### config.mk
export PLATFORM = sky130hd
export DESIGN_NAME = hop_fifo_flat
export DESIGN_NICKNAME = d
export VERILOG_FILES = /design/src/rtl/hop_pkg.sv /design/src/rtl/hop_fifo_if.sv /design/src/rtl/hop_fifo_mem.sv /design/src/rtl/hop_fifo.sv /design/src/flat_wrapper.sv
export SDC_FILE = /design/constraint.sdc
export NUM_CORES = 1
export LEC_CHECK = 0
export CAP_MARGIN = 25
export CORE_MARGIN = 2
export CORE_UTILIZATION = 40
export DETAILED_ROUTE_END_ITERATION = 16
export GPL_TIMING_DRIVEN = 0
export HOLD_SLACK_MARGIN = 0.03
export PLACE_DENSITY = 0.61
export REMOVE_ABC_BUFFERS = 1
export SLEW_MARGIN = 0
export SYNTH_ARGS = -nofsm -noshare
export SYNTH_HDL_FRONTEND = slang
export SYNTH_SLANG_ARGS = --single-unit
export TNS_END_PERCENT = 100
### constraint.sdc
create_clock -name clk -period 4.28 [get_ports clk]
set_input_delay 0.856 -clock clk [delete_from_list [all_inputs] [get_ports clk]]
set_output_delay 0.856 -clock clk [all_outputs]
set_load 0.05 [all_outputs]
### src/rtl/hop_pkg.sv
// Shared constants and width helpers for the hop elastic buffer and the
// PARENT-level tests that instantiate it.
package hop_pkg;

  localparam int HOP_WIDTH = 1;
  localparam int HOP_DEPTH = 4;

  // Pointer width; kept at least one bit so tiny depths still elaborate.
  function automatic int HOP_PTR_W(input int depth);
    return (depth > 1) ? $clog2(depth) : 1;
  endfunction

  // Occupancy counter needs one extra bit to represent a full queue.
  function automatic int HOP_LVL_W(input int depth);
    return $clog2(depth) + 1;
  endfunction

endpackage

### src/rtl/hop_fifo_if.sv
// Handshake bundle between a stream producer/consumer and hop_fifo.
// The master side drives write data and read-ready; the FIFO is the slave.
interface hop_fifo_if
  import hop_pkg::*;
#(
  parameter int WIDTH = HOP_WIDTH,
  parameter int DEPTH = HOP_DEPTH
);

  logic [WIDTH-1:0]            I;
  logic                        I_VALID;
  logic                        I_READY;
  logic [WIDTH-1:0]            O;
  logic                        O_VALID;
  logic                        O_READY;
  logic [HOP_LVL_W(DEPTH)-1:0] LEVEL;

  modport master (
    output I, I_VALID, O_READY,
    input  I_READY, O, O_VALID, LEVEL
  );

  modport slave (
    input  I, I_VALID, O_READY,
    output I_READY, O, O_VALID, LEVEL
  );

endinterface

### src/rtl/hop_fifo_mem.sv
// DEPTH x WIDTH storage: one synchronous write port, one asynchronous read
// port so the head entry is visible in the same cycle it is addressed.
module hop_fifo_mem
  import hop_pkg::*;
#(
  parameter int WIDTH = HOP_WIDTH,
  parameter int DEPTH = HOP_DEPTH,
  parameter int PTR_W = HOP_PTR_W(DEPTH)
) (
  input  logic             clk,
  input  logic             we,
  input  logic [PTR_W-1:0] waddr,
  input  logic [WIDTH-1:0] wdata,
  input  logic [PTR_W-1:0] raddr,
  output logic [WIDTH-1:0] rdata
);

  // Contents are intentionally not reset; the top gates O while empty.
  logic [WIDTH-1:0] mem_reg [DEPTH];

  always_ff @(posedge clk) begin
    if (we) begin
      mem_reg[waddr] <= wdata;
    end
  end

  assign rdata = mem_reg[raddr];

endmodule

### src/rtl/hop_fifo.sv
// Elastic FIFO upstream of the PARENT hop: show-ahead output, registered
// ready/valid flags, explicit occupancy counter for unambiguous full/empty.
module hop_fifo
  import hop_pkg::*;
#(
  parameter int WIDTH = HOP_WIDTH,
  parameter int DEPTH = HOP_DEPTH
) (
  input  logic     clk,
  input  logic     rst,
  hop_fifo_if.slave bus
);

  localparam int PW = HOP_PTR_W(DEPTH);
  localparam int LW = HOP_LVL_W(DEPTH);

  logic [PW-1:0]    wr_ptr_reg, wr_ptr_next;
  logic [PW-1:0]    rd_ptr_reg, rd_ptr_next;
  logic [LW-1:0]    level_reg, level_next;
  logic             push, pop;
  logic [WIDTH-1:0] rdata;

  // Flags come only from level_reg, so no input-to-flag combinational path.
  assign bus.I_READY = (level_reg != LW'(DEPTH));
  assign bus.O_VALID = (level_reg != '0);
  assign bus.LEVEL   = level_reg;

  assign push = bus.I_VALID & bus.I_READY;
  assign pop  = bus.O_VALID & bus.O_READY;

  always_comb begin
    wr_ptr_next = wr_ptr_reg;
    rd_ptr_next = rd_ptr_reg;
    level_next  = level_reg;
    if (push) begin
      wr_ptr_next = wr_ptr_reg + PW'(1);
    end
    if (pop) begin
      rd_ptr_next = rd_ptr_reg + PW'(1);
    end
    case ({push, pop})
      2'b10:   level_next = level_reg + LW'(1);
      2'b01:   level_next = level_reg - LW'(1);
      default: level_next = level_reg;
    endcase
  end

  always_ff @(posedge clk) begin
    if (rst) begin
      wr_ptr_reg <= '0;
      rd_ptr_reg <= '0;
      level_reg  <= '0;
    end else begin
      wr_ptr_reg <= wr_ptr_next;
      rd_ptr_reg <= rd_ptr_next;
      level_reg  <= level_next;
    end
  end

  hop_fifo_mem #(
    .WIDTH (WIDTH),
    .DEPTH (DEPTH),
    .PTR_W (PW)
  ) u_mem (
    .clk   (clk),
    .we    (push & ~rst),
    .waddr (wr_ptr_reg),
    .wdata (bus.I),
    .raddr (rd_ptr_reg),
    .rdata (rdata)
  );

  // Keep the hop net at a known value whenever nothing is queued.
  assign bus.O = bus.O_VALID ? rdata : '0;

  always @(posedge clk) begin
    if (!rst) begin
      assert (level_reg <= LW'(DEPTH));
    end
  end

endmodule

### src/flat_wrapper.sv
// flat-port wrapper written by rule: the top's interface ports become plain ports
module hop_fifo_flat import hop_pkg::*;
#(
  parameter int WIDTH = HOP_WIDTH,
  parameter int DEPTH = HOP_DEPTH
)
  (clk, rst, bus_I, bus_I_VALID, bus_O_READY, bus_I_READY, bus_O, bus_O_VALID, bus_LEVEL);
  hop_fifo_if #(.WIDTH(WIDTH), .DEPTH(DEPTH)) bus_i ();
  input  logic clk;
  input  logic rst;
  input wire logic [$bits(bus_i.I)-1:0] bus_I;
  input wire logic [$bits(bus_i.I_VALID)-1:0] bus_I_VALID;
  input wire logic [$bits(bus_i.O_READY)-1:0] bus_O_READY;
  output wire logic [$bits(bus_i.I_READY)-1:0] bus_I_READY;
  output wire logic [$bits(bus_i.O)-1:0] bus_O;
  output wire logic [$bits(bus_i.O_VALID)-1:0] bus_O_VALID;
  output wire logic [$bits(bus_i.LEVEL)-1:0] bus_LEVEL;
  assign bus_i.I = bus_I;
  assign bus_i.I_VALID = bus_I_VALID;
  assign bus_i.O_READY = bus_O_READY;
  assign bus_I_READY = bus_i.I_READY;
  assign bus_O = bus_i.O;
  assign bus_O_VALID = bus_i.O_VALID;
  assign bus_LEVEL = bus_i.LEVEL;
  hop_fifo #(.WIDTH(WIDTH), .DEPTH(DEPTH)) u_core (.clk(clk), .rst(rst), .bus(bus_i));
endmodule
After elaboration in Yosys (flattened, before gate mapping) --
Memory sizes are Yosys's and may differ from the RTL's. A register that Yosys moved wholly into a read port is not among the register bits. Cells that the tools add are included.
Storage, ports and cells: flip-flop bits (word level) 7, memory bits (writable) 4, input port bits 5, output and inout bits 6, word-level logic and storage cells 23, memories kept 1
Operators by class: $add $sub $neg 4, equality and inequality tests 3, mux-type cells 6, bitwise operators 4, reduce and logical (&&, ||, !) cells 2
Memories:
- u_core.u_mem.mem_reg | depth 4, bits a word 1, read ports 1, clocked after Yosys merged registers in 1, write ports 1, RTL line hop_fifo_mem.sv:19 | logic [WIDTH-1:0] mem_reg [DEPTH];
Operator list (number):
- 3-bit case mux with 2 select lines | 1
- 2-bit by 1-bit adder with 2-bit output, second input constant | 2
- 2-bit 2-to-1 mux | 2
- 3-bit by 1-bit adder with 3-bit output, second input constant | 1
- 1-bit bitwise AND | 3
- 1-bit 2-to-1 mux | 3
- 3-bit inequality test, second input constant | 1
- 3-bit nonzero test | 1
- 3-bit by 1-bit subtractor with 3-bit output, second input constant | 1
- 2-bit by 1-bit equality test with 1-bit output, second input constant | 1
- 2-bit equality test, second input constant | 1
- 2-bit nonzero test | 1
- 1-bit NOT | 1

Depth between registers and ports, before layout --
Gate-level depths: netlist of the first run.
depth in word-level cells 5, mapped depth 9, mapped depth without buffers 9

Hierarchy --
A second synthesis of the first run with hierarchy kept.
Second synthesis, totals: cells, all modules 50, area, all modules 554.3 µm²
Modules (own cells, without submodules):
- hop_fifo | times used 1, cells an instance 41, area an instance 380.4 µm², sequential area each 140.1 µm²
- hop_fifo_mem | times used 1, cells an instance 9, area an instance 173.9 µm², sequential area each 120.1 µm²

Worst setup path after synthesis of the first run --
Ideal clock, no wire load.
path kind reg-to-reg, start point register u_core.level_reg[2], in the netlist u_core.bus.LEVEL[2], end point register u_core.level_reg[2], in the netlist u_core.bus.LEVEL[2], arrival time 2.956 ns, data required time 4.209 ns, setup slack 1.253 ns, cell stages (with the launch flop) 10, clock period less this slack 3.027 ns, cells stage by stage dfxtp_1 or3b_1 and2_4 inv_1 ha_1 inv_1 fa_1 xor2_1 or3_2 a21oi_1
Between the ends: longest elaborated chain between the ends 4, elaborated cells between the ends (all ways) 10
Ends and longest elaborated chain:
- start: declaration | RTL line hop_fifo.sv:19 | logic [LW-1:0] level_reg, level_next;
- start signal: assignment | RTL line hop_fifo.sv:56 | level_reg <= level_next;
- 3-bit inequality test (*) | RTL line hop_fifo.sv:24 | assign bus.I_READY = (level_reg != LW'(DEPTH));
- net bus_I_READY | RTL line flat_wrapper.sv:14 | output wire logic [$bits(bus_i.I_READY)-1:0] bus_I_READY;
- 1-bit bitwise AND (*) | RTL line hop_fifo.sv:28 | assign push = bus.I_VALID & bus.I_READY;
- 2-bit by 1-bit equality test with 1-bit output / 2-bit equality test (equally long branches) | RTL line hop_fifo.sv:41 | case ({push, pop})
- 3-bit case mux with 2 select lines / 2-bit nonzero test (equally long branches)
The timed path passes the listed nets; every way through them passes the cells marked *. A chain may end at the register's enable or synchronous reset.

Worst setup path after layout of the first run --
start point register u_core.level_reg[1], in the netlist u_core.bus.LEVEL[1], end point output port bus_O
Between the ends: longest elaborated chain between the ends 2
Ends and longest elaborated chain:
- 3-bit nonzero test | RTL line hop_fifo.sv:25 | assign bus.O_VALID = (level_reg != '0);
- 1-bit 2-to-1 mux | RTL line hop_fifo.sv:74 | assign bus.O = bus.O_VALID ? rdata : '0;
- end: declaration | RTL line flat_wrapper.sv:15 | output wire logic [$bits(bus_i.O)-1:0] bus_O;
No other way between the ends.

==> impl_metrics.env, run 1 <==
export IMPL_status="finished clean"
export IMPL_dieHeight_um=43.9
export IMPL_fin_ws_ns=1.45
export IMPL_setup_viol=0
export IMPL_period_minus_slack_ns=2.83
export IMPL_p_int_mw=0.304
export IMPL_vias=426
export IMPL_io_buffers=10
export IMPL_ant_nets=0
export IMPL_post_dp_hpwl_um=731
export IMPL_area_growth_pct=22.4
export IMPL_drt_iter0_drc=2
export IMPL_vdd_drop_max_v=0.000437
export IMPL_hold_viol_final=0
export IMPL_initial_core_util=0.424
export IMPL_met1_length_um=462
export IMPL_cp_slowest_stage_delay_ns=0.69
export IMPL_avgSynthCellArea_um2=11.0
export IMPL_required_ns=3.42
export IMPL_fin_nets=83
export IMPL_num_antenna_cells=0
export IMPL_tns_ns=0
export IMPL_post_place_cells=83
export IMPL_ys_seq_area_frac=0.471
export IMPL_worst_pin_slew_ns=0.495
export IMPL_cts_buffers=3
export IMPL_synthesis_area_um2=638
export IMPL_htree_levels=1
export IMPL_drc=0
export IMPL_cp_top_family="buffers and inverters"
export IMPL_grt_use_total=0.129
export IMPL_antenna_found_initial=0
export IMPL_cts_tree="yes"
export IMPL_post_cts_resize_count=0
export IMPL_ys_types=21
export IMPL_postSynthCellCount=58
export IMPL_seqPwrFrac=0.343
export IMPL_core_area_um2=1510
export IMPL_path_cells="or3_2 > and2_1 > clkdlybuf4s50_1"
export IMPL_drv_cap=0
export IMPL_slew_violations=0
export IMPL_synth_warnings=0
export IMPL_met2WireLength_um=460
export IMPL_power_share_clock=0.138
export IMPL_start_kind="flop"
export IMPL_top_layer="met4"
export IMPL_num_rows=14
export IMPL_routed_wl_um=997
export IMPL_r2r_slack_ns=1.74
export IMPL_fin_crit_sh=0.661
export IMPL_worstSkewPairLatency_ns=0.27
export IMPL_clock_sinks=13
export IMPL_wl_met3_um=40
export IMPL_p_comb_frac=0.519
export IMPL_max_freq_mhz=354
export IMPL_overflow=0
export IMPL_io_pins=11
export IMPL_end_kind="output port"
export IMPL_fillers=144
export IMPL_yosys_register_bits=13
export IMPL_critPathSlowestCell="clkdlybuf4s50_1"
export IMPL_clkTransAtPathRegs_ns=0.08
export IMPL_cp_arrival_ns=1.97
export IMPL_viasPerCell=4.90
export IMPL_grt_first_pass_wirelength_um=1730
export IMPL_layout_drive_gt1_share=0.113
export IMPL_place_congestion=0.714
export IMPL_instances_no_fill=87
export IMPL_grt_max_degree=15
export IMPL_wl_per_cell_um=11.5
export IMPL_leakagePower_nw=0.310
export IMPL_multi_input_area_um2=308
export IMPL_p_per_area_nw_per_um2=695
export IMPL_register_area_um2=300
export IMPL_ctsHoldBuffers=0
export IMPL_die_w_um=43.9
export IMPL_skew_ns=0.00147
export IMPL_dp_slack_ns=1.29
export IMPL_worst_path_max_fanout=7
export IMPL_path_class="flop to output port"
export IMPL_dieArea_um2=1930
export IMPL_rsz0062_at_grt="false"
export IMPL_clockRootBuffer="clkbuf_4"
export IMPL_hp_class="flop to flop"
export IMPL_cp_num_buf_inv=1
export IMPL_cts_buffer_depth=2
export IMPL_postCtsSetupRepairBufs=0
export IMPL_grt_pass1_vias=436
export IMPL_switching_power_mw=0.239
export IMPL_maxSlewHeadroom=0.669
export IMPL_firstDrtPassIters=4
export IMPL_p_sw_frac=0.441
==> per-layer routing <==
layer	global-route usage	vias up
met1	0.138	190
met2	0.215	14
met3	0.0250	4
li1	-	218
met5	0	-
met4	0.109	0
==> cells in the mapped netlist <==
cell type  number  area (um^2)
and2_4          1         8.76
ha_1            5         62.6
mux2_4          1         15.0
mux2i_1         1         10.0
nor3b_1         4         30.0
or3_2           2         15.0
and2_1          1         6.26
a21oi_1         2         10.0
inv_1           7         26.3
edfxtp_1        4          120
mux4_2          1         22.5
xor2_1          4         35.0
nor2_1          8         30.0
o31ai_1         1         7.51
nand2b_1        2         12.5
or3b_1          1         8.76
dfxtp_1         9          180
o311ai_0        1         8.76
clkbuf_1        1         3.75
fa_1            1         20.0
o21ai_0         1         5.00
==> placed cells by master (no fill, tap or decap) <==
cell type | netlist | routed
mux2i_1 | 1 | 1
clkbuf_4 | 0 | 3
fa_1 | 1 | 1
clkbuf_1 | 1 | 1
xor2_1 | 4 | 4
nor2_1 | 8 | 8
and2_4 | 1 | 1
a21oi_1 | 2 | 2
mux2_4 | 1 | 1
or3b_1 | 1 | 1
o21ai_0 | 1 | 1
and2_1 | 1 | 1
clkdlybuf4s50_1 | 0 | 10
ha_1 | 5 | 5
or3_2 | 2 | 2
nor3b_1 | 4 | 4
dfxtp_1 | 9 | 9
edfxtp_1 | 4 | 4
mux4_2 | 1 | 1
inv_1 | 7 | 7
o31ai_1 | 1 | 1
o311ai_0 | 1 | 1
nand2b_1 | 2 | 2
==> worst paths after layout <==
kind                                     start                                 to  cells past startpoint
max reg2reg   u_core.bus.LEVEL[2]$_SDFFE_PP0P_   u_core.bus.LEVEL[2]$_SDFFE_PP0P_                      9
min          u_core.wr_ptr_reg[1]$_SDFFE_PP0P_  u_core.wr_ptr_reg[1]$_SDFFE_PP0P_                      2
max           u_core.bus.LEVEL[1]$_SDFFE_PP0P_                              bus_O                      3
min reg2reg  u_core.wr_ptr_reg[1]$_SDFFE_PP0P_  u_core.wr_ptr_reg[1]$_SDFFE_PP0P_                      2
==> logic make-up after synthesis <==
| group | Yosys count | synth area share |
|---|---|---|
| xor+xnor | 4 | 0.0549 |
| simple gates | 19 | 0.175 |
| mux | 3 | 0.0745 |
| flops | 13 | 0.471 |
| fa+ha+maj | 6 | 0.129 |
| compound gates | 5 | 0.0490 |
| buf+inv | 8 | 0.0471 |
==> power groups by stage <==
stage | sequential [mW] | clock (mW) | combinational (mW)
5_1_grt | 0.193 | 0.0827 | 0.305
3_5_place_dp | 0.190 | 0 | 0.284
4_1_cts | 0.188 | 0.0766 | 0.285
6_report | 0.186 | 0.0750 | 0.282
3_3_place_gp | 0.189 | 0 | 0.281
2_1_floorplan | 0.222 | 0 | 0.170
==> stage by stage <==
| stage | hold slack, ns | power [mW] | area [um^2] | utilization |
|---|---|---|---|---|
| CTS | 0.539 | 0.549 | 781 | 0.518 |
| floorplan | 0.481 | 0.392 | 634 | - |
| global route | 0.560 | 0.580 | 781 | 0.518 |
| global placement | 0.503 | 0.471 | 754 | 0.501 |
| detailed placement | 0.515 | 0.474 | 754 | 0.501 |
| finish | 0.532 | 0.543 | 781 | 0.518 |
==> worst min-delay path, stage by stage, from the launching register on <==
cell and delay, ns:
dfxtp_1 0.35, nand2b_1 0.08, mux2i_1 0.06
==> layout make-up <==
| type | instances | share of cell area |
|---|---|---|
| multi-input cells | 37 | 0.394 |
| flip-flops and latches | 13 | 0.385 |
| repair buffers | 10 | 0.128 |
| clock buffers | 4 | 0.0337 |
| inverters | 7 | 0.0337 |
| well taps | 16 | 0.0256 |
Power figures use the tool's default switching activity.
==> run 2, diff against run 1 <==
--- a/config.mk
+++ b/config.mk
@@ -11,7 +11,7 @@
 export DETAILED_ROUTE_END_ITERATION = 16
 export GPL_TIMING_DRIVEN = 0
 export HOLD_SLACK_MARGIN = 0.03
-export PLACE_DENSITY = 0.61
+export PLACE_DENSITY = 0.64
 export REMOVE_ABC_BUFFERS = 1
 export SLEW_MARGIN = 0
 export SYNTH_ARGS = -nofsm -noshare
==> constraint.sdc (replaced) <==
create_clock -name clk -period 2.6 [get_ports clk]
set_input_delay 0.52 -clock clk [delete_from_list [all_inputs] [get_ports clk]]
set_output_delay 0.52 -clock clk [all_outputs]
set_load 0.05 [all_outputs]
==> impl_metrics.env, run 2 (synthesized netlist as in run 1, its figures left out) <==
export IMPL_hold_depth=2
export IMPL_antenna_found_initial=0
export IMPL_die_w_um=43.9
export IMPL_dieArea_um2=1930
export IMPL_grt_pass1_vias=433
export IMPL_num_antenna_cells=0
export IMPL_post_place_cells=83
export IMPL_io_buffers=10
export IMPL_drv_cap=0
export IMPL_overflow=0
export IMPL_initial_core_util=0.424
export IMPL_ctsHoldBuffers=0
export IMPL_dieHeight_um=43.9
export IMPL_layout_commonest_cell="clkdlybuf4s50_1"
export IMPL_num_rows=14
export IMPL_setup_viol=0
export IMPL_hp_start="u_core.bus.LEVEL[2]$_SDFFE_PP0P_"
export IMPL_skew_ns=0.00488
export IMPL_ant_nets=0
export IMPL_area_growth_pct=22.9
export IMPL_required_ns=2.08
export IMPL_path_class="flop to output port"
export IMPL_grt_first_pass_wirelength_um=1820
export IMPL_cts_buffer_depth=2
export IMPL_worst_pin_slew_ns=0.497
export IMPL_vdd_drop_max_v=0.000941
export IMPL_core_area_um2=1510
export IMPL_r2r_start="u_core.bus.LEVEL[1]$_SDFFE_PP0P_"
export IMPL_grt_max_degree=15
export IMPL_htree_levels=1
export IMPL_post_dp_hpwl_um=743
export IMPL_p_per_area_nw_per_um2=1150
export IMPL_r2r_slack_ns=0.14
export IMPL_clkTransAtPathRegs_ns=0.08
export IMPL_start_kind="flop"
export IMPL_grt_use_total=0.134
export IMPL_maxSlewHeadroom=0.668
export IMPL_instances_no_fill=87
export IMPL_clockRootBuffer="clkbuf_4"
export IMPL_drt_iter0_drc=3
export IMPL_end_kind="output port"
export IMPL_period_minus_slack_ns=2.50
export IMPL_postCtsSetupRepairBufs=0
export IMPL_post_cts_resize_count=0
export IMPL_max_freq_mhz=400
export IMPL_whs_ns=0.521
export IMPL_hold_viol_final=0
export IMPL_fin_util=0.521
export IMPL_clock_sinks=13
export IMPL_firstDrtPassIters=3
export IMPL_mostFrequentLayoutCells="clkdlybuf4s50_1, nor2_1, dfxtp_1"
export IMPL_rsz0062_at_grt="false"
export IMPL_place_congestion=0.688
export IMPL_hp_class="flop to flop"
export IMPL_vias=415
export IMPL_layout_drive_gt1_share=0.155
export IMPL_worst_path_max_fanout=7
export IMPL_reg2reg_depth=9
export IMPL_routed_wl_um=1000
export IMPL_cp_arrival_ns=1.98
export IMPL_cts_tree="yes"
export IMPL_leakagePower_nw=0.307
export IMPL_io_pins=11
export IMPL_worstSkewPairLatency_ns=0.28
export IMPL_viasPerCell=4.77
export IMPL_min_to="u_core.bus.LEVEL[2]$_SDFFE_PP0P_"
export IMPL_status="finished clean"
export IMPL_fin_crit_sh=0.961
export IMPL_drc=0
export IMPL_slew_violations=0
export IMPL_fin_nets=83
export IMPL_rr_endpoint="u_core.bus.LEVEL[2]$_SDFFE_PP0P_"
export IMPL_wl_per_cell_um=11.5
export IMPL_cts_buffers=3
==> run 2: cell counts in the layout (fill, tap and decap cells not counted) <==
No cell type changed its count.
==> run 2: report_power, final <==
group          switching [mW]  leakage, nW  internal (mW)  total (mW)
Combinational           0.283        0.182          0.187       0.469
Sequential             0.0481        0.111          0.259       0.307
Clock                  0.0671       0.0150         0.0595       0.127
Total                   0.398        0.307          0.505       0.903
==> run 2: layout make-up <==
class	instances	area, um^2
tap	16	20.0
multi-input combinational	37	310
timing repair buffer	10	100
fill	139	722
clock buffer	4	26.3
inverter	7	26.3
sequential	13	302
==> run 2: per-stage QoR <==
stage	setup slack, ns	instance area (um^2)	power, mW	TNS [ns]
floorplan	-0.426	634	0.646	-0.506
global placement	-0.00846	754	0.774	-0.00846
detailed placement	-0.0354	754	0.778	-0.0354
CTS	0.0137	781	0.907	0
global route	0.0164	785	0.970	0
finish	0.102	785	0.903	0
==> run 2: routing by layer <==
layer | routed length [um] | vias to the layer above | share of wire | global-route usage
li1 | - | 220 | - | -
met1 | 504 | 181 | 0.50 | 0.157
met2 | 424 | 10 | 0.42 | 0.209
met3 | 40 | 4 | 0.040 | 0.0375
met4 | 31 | 0 | 0.031 | 0.0909
met5 | 0 | - | 0 | 0
==> run 2: critical path, cell delays in order (launching register included) <==
cell and delay, ns:
dfxtp_1 0.37, or3_2 0.50, and2_1 0.15, clkdlybuf4s50_1 0.69
==> run 2: worst max path at each step <==
stage / startpoint / end / slack [ns]
after floorplan: u_core.bus.LEVEL[2]$_SDFFE_PP0P_ / u_core.bus.LEVEL[2]$_SDFFE_PP0P_ / -0.43
after global placement: bus_I_VALID / u_core.bus.LEVEL[2]$_SDFFE_PP0P_ / -0.008
after detailed placement: bus_I_VALID / u_core.bus.LEVEL[2]$_SDFFE_PP0P_ / -0.04
after CTS: u_core.bus.LEVEL[2]$_SDFFE_PP0P_ / u_core.bus.LEVEL[2]$_SDFFE_PP0P_ / 0.01
after global routing: u_core.bus.LEVEL[1]$_SDFFE_PP0P_ / u_core.bus.LEVEL[2]$_SDFFE_PP0P_ / 0.02
final: u_core.bus.LEVEL[1]$_SDFFE_PP0P_ / bus_O / 0.10
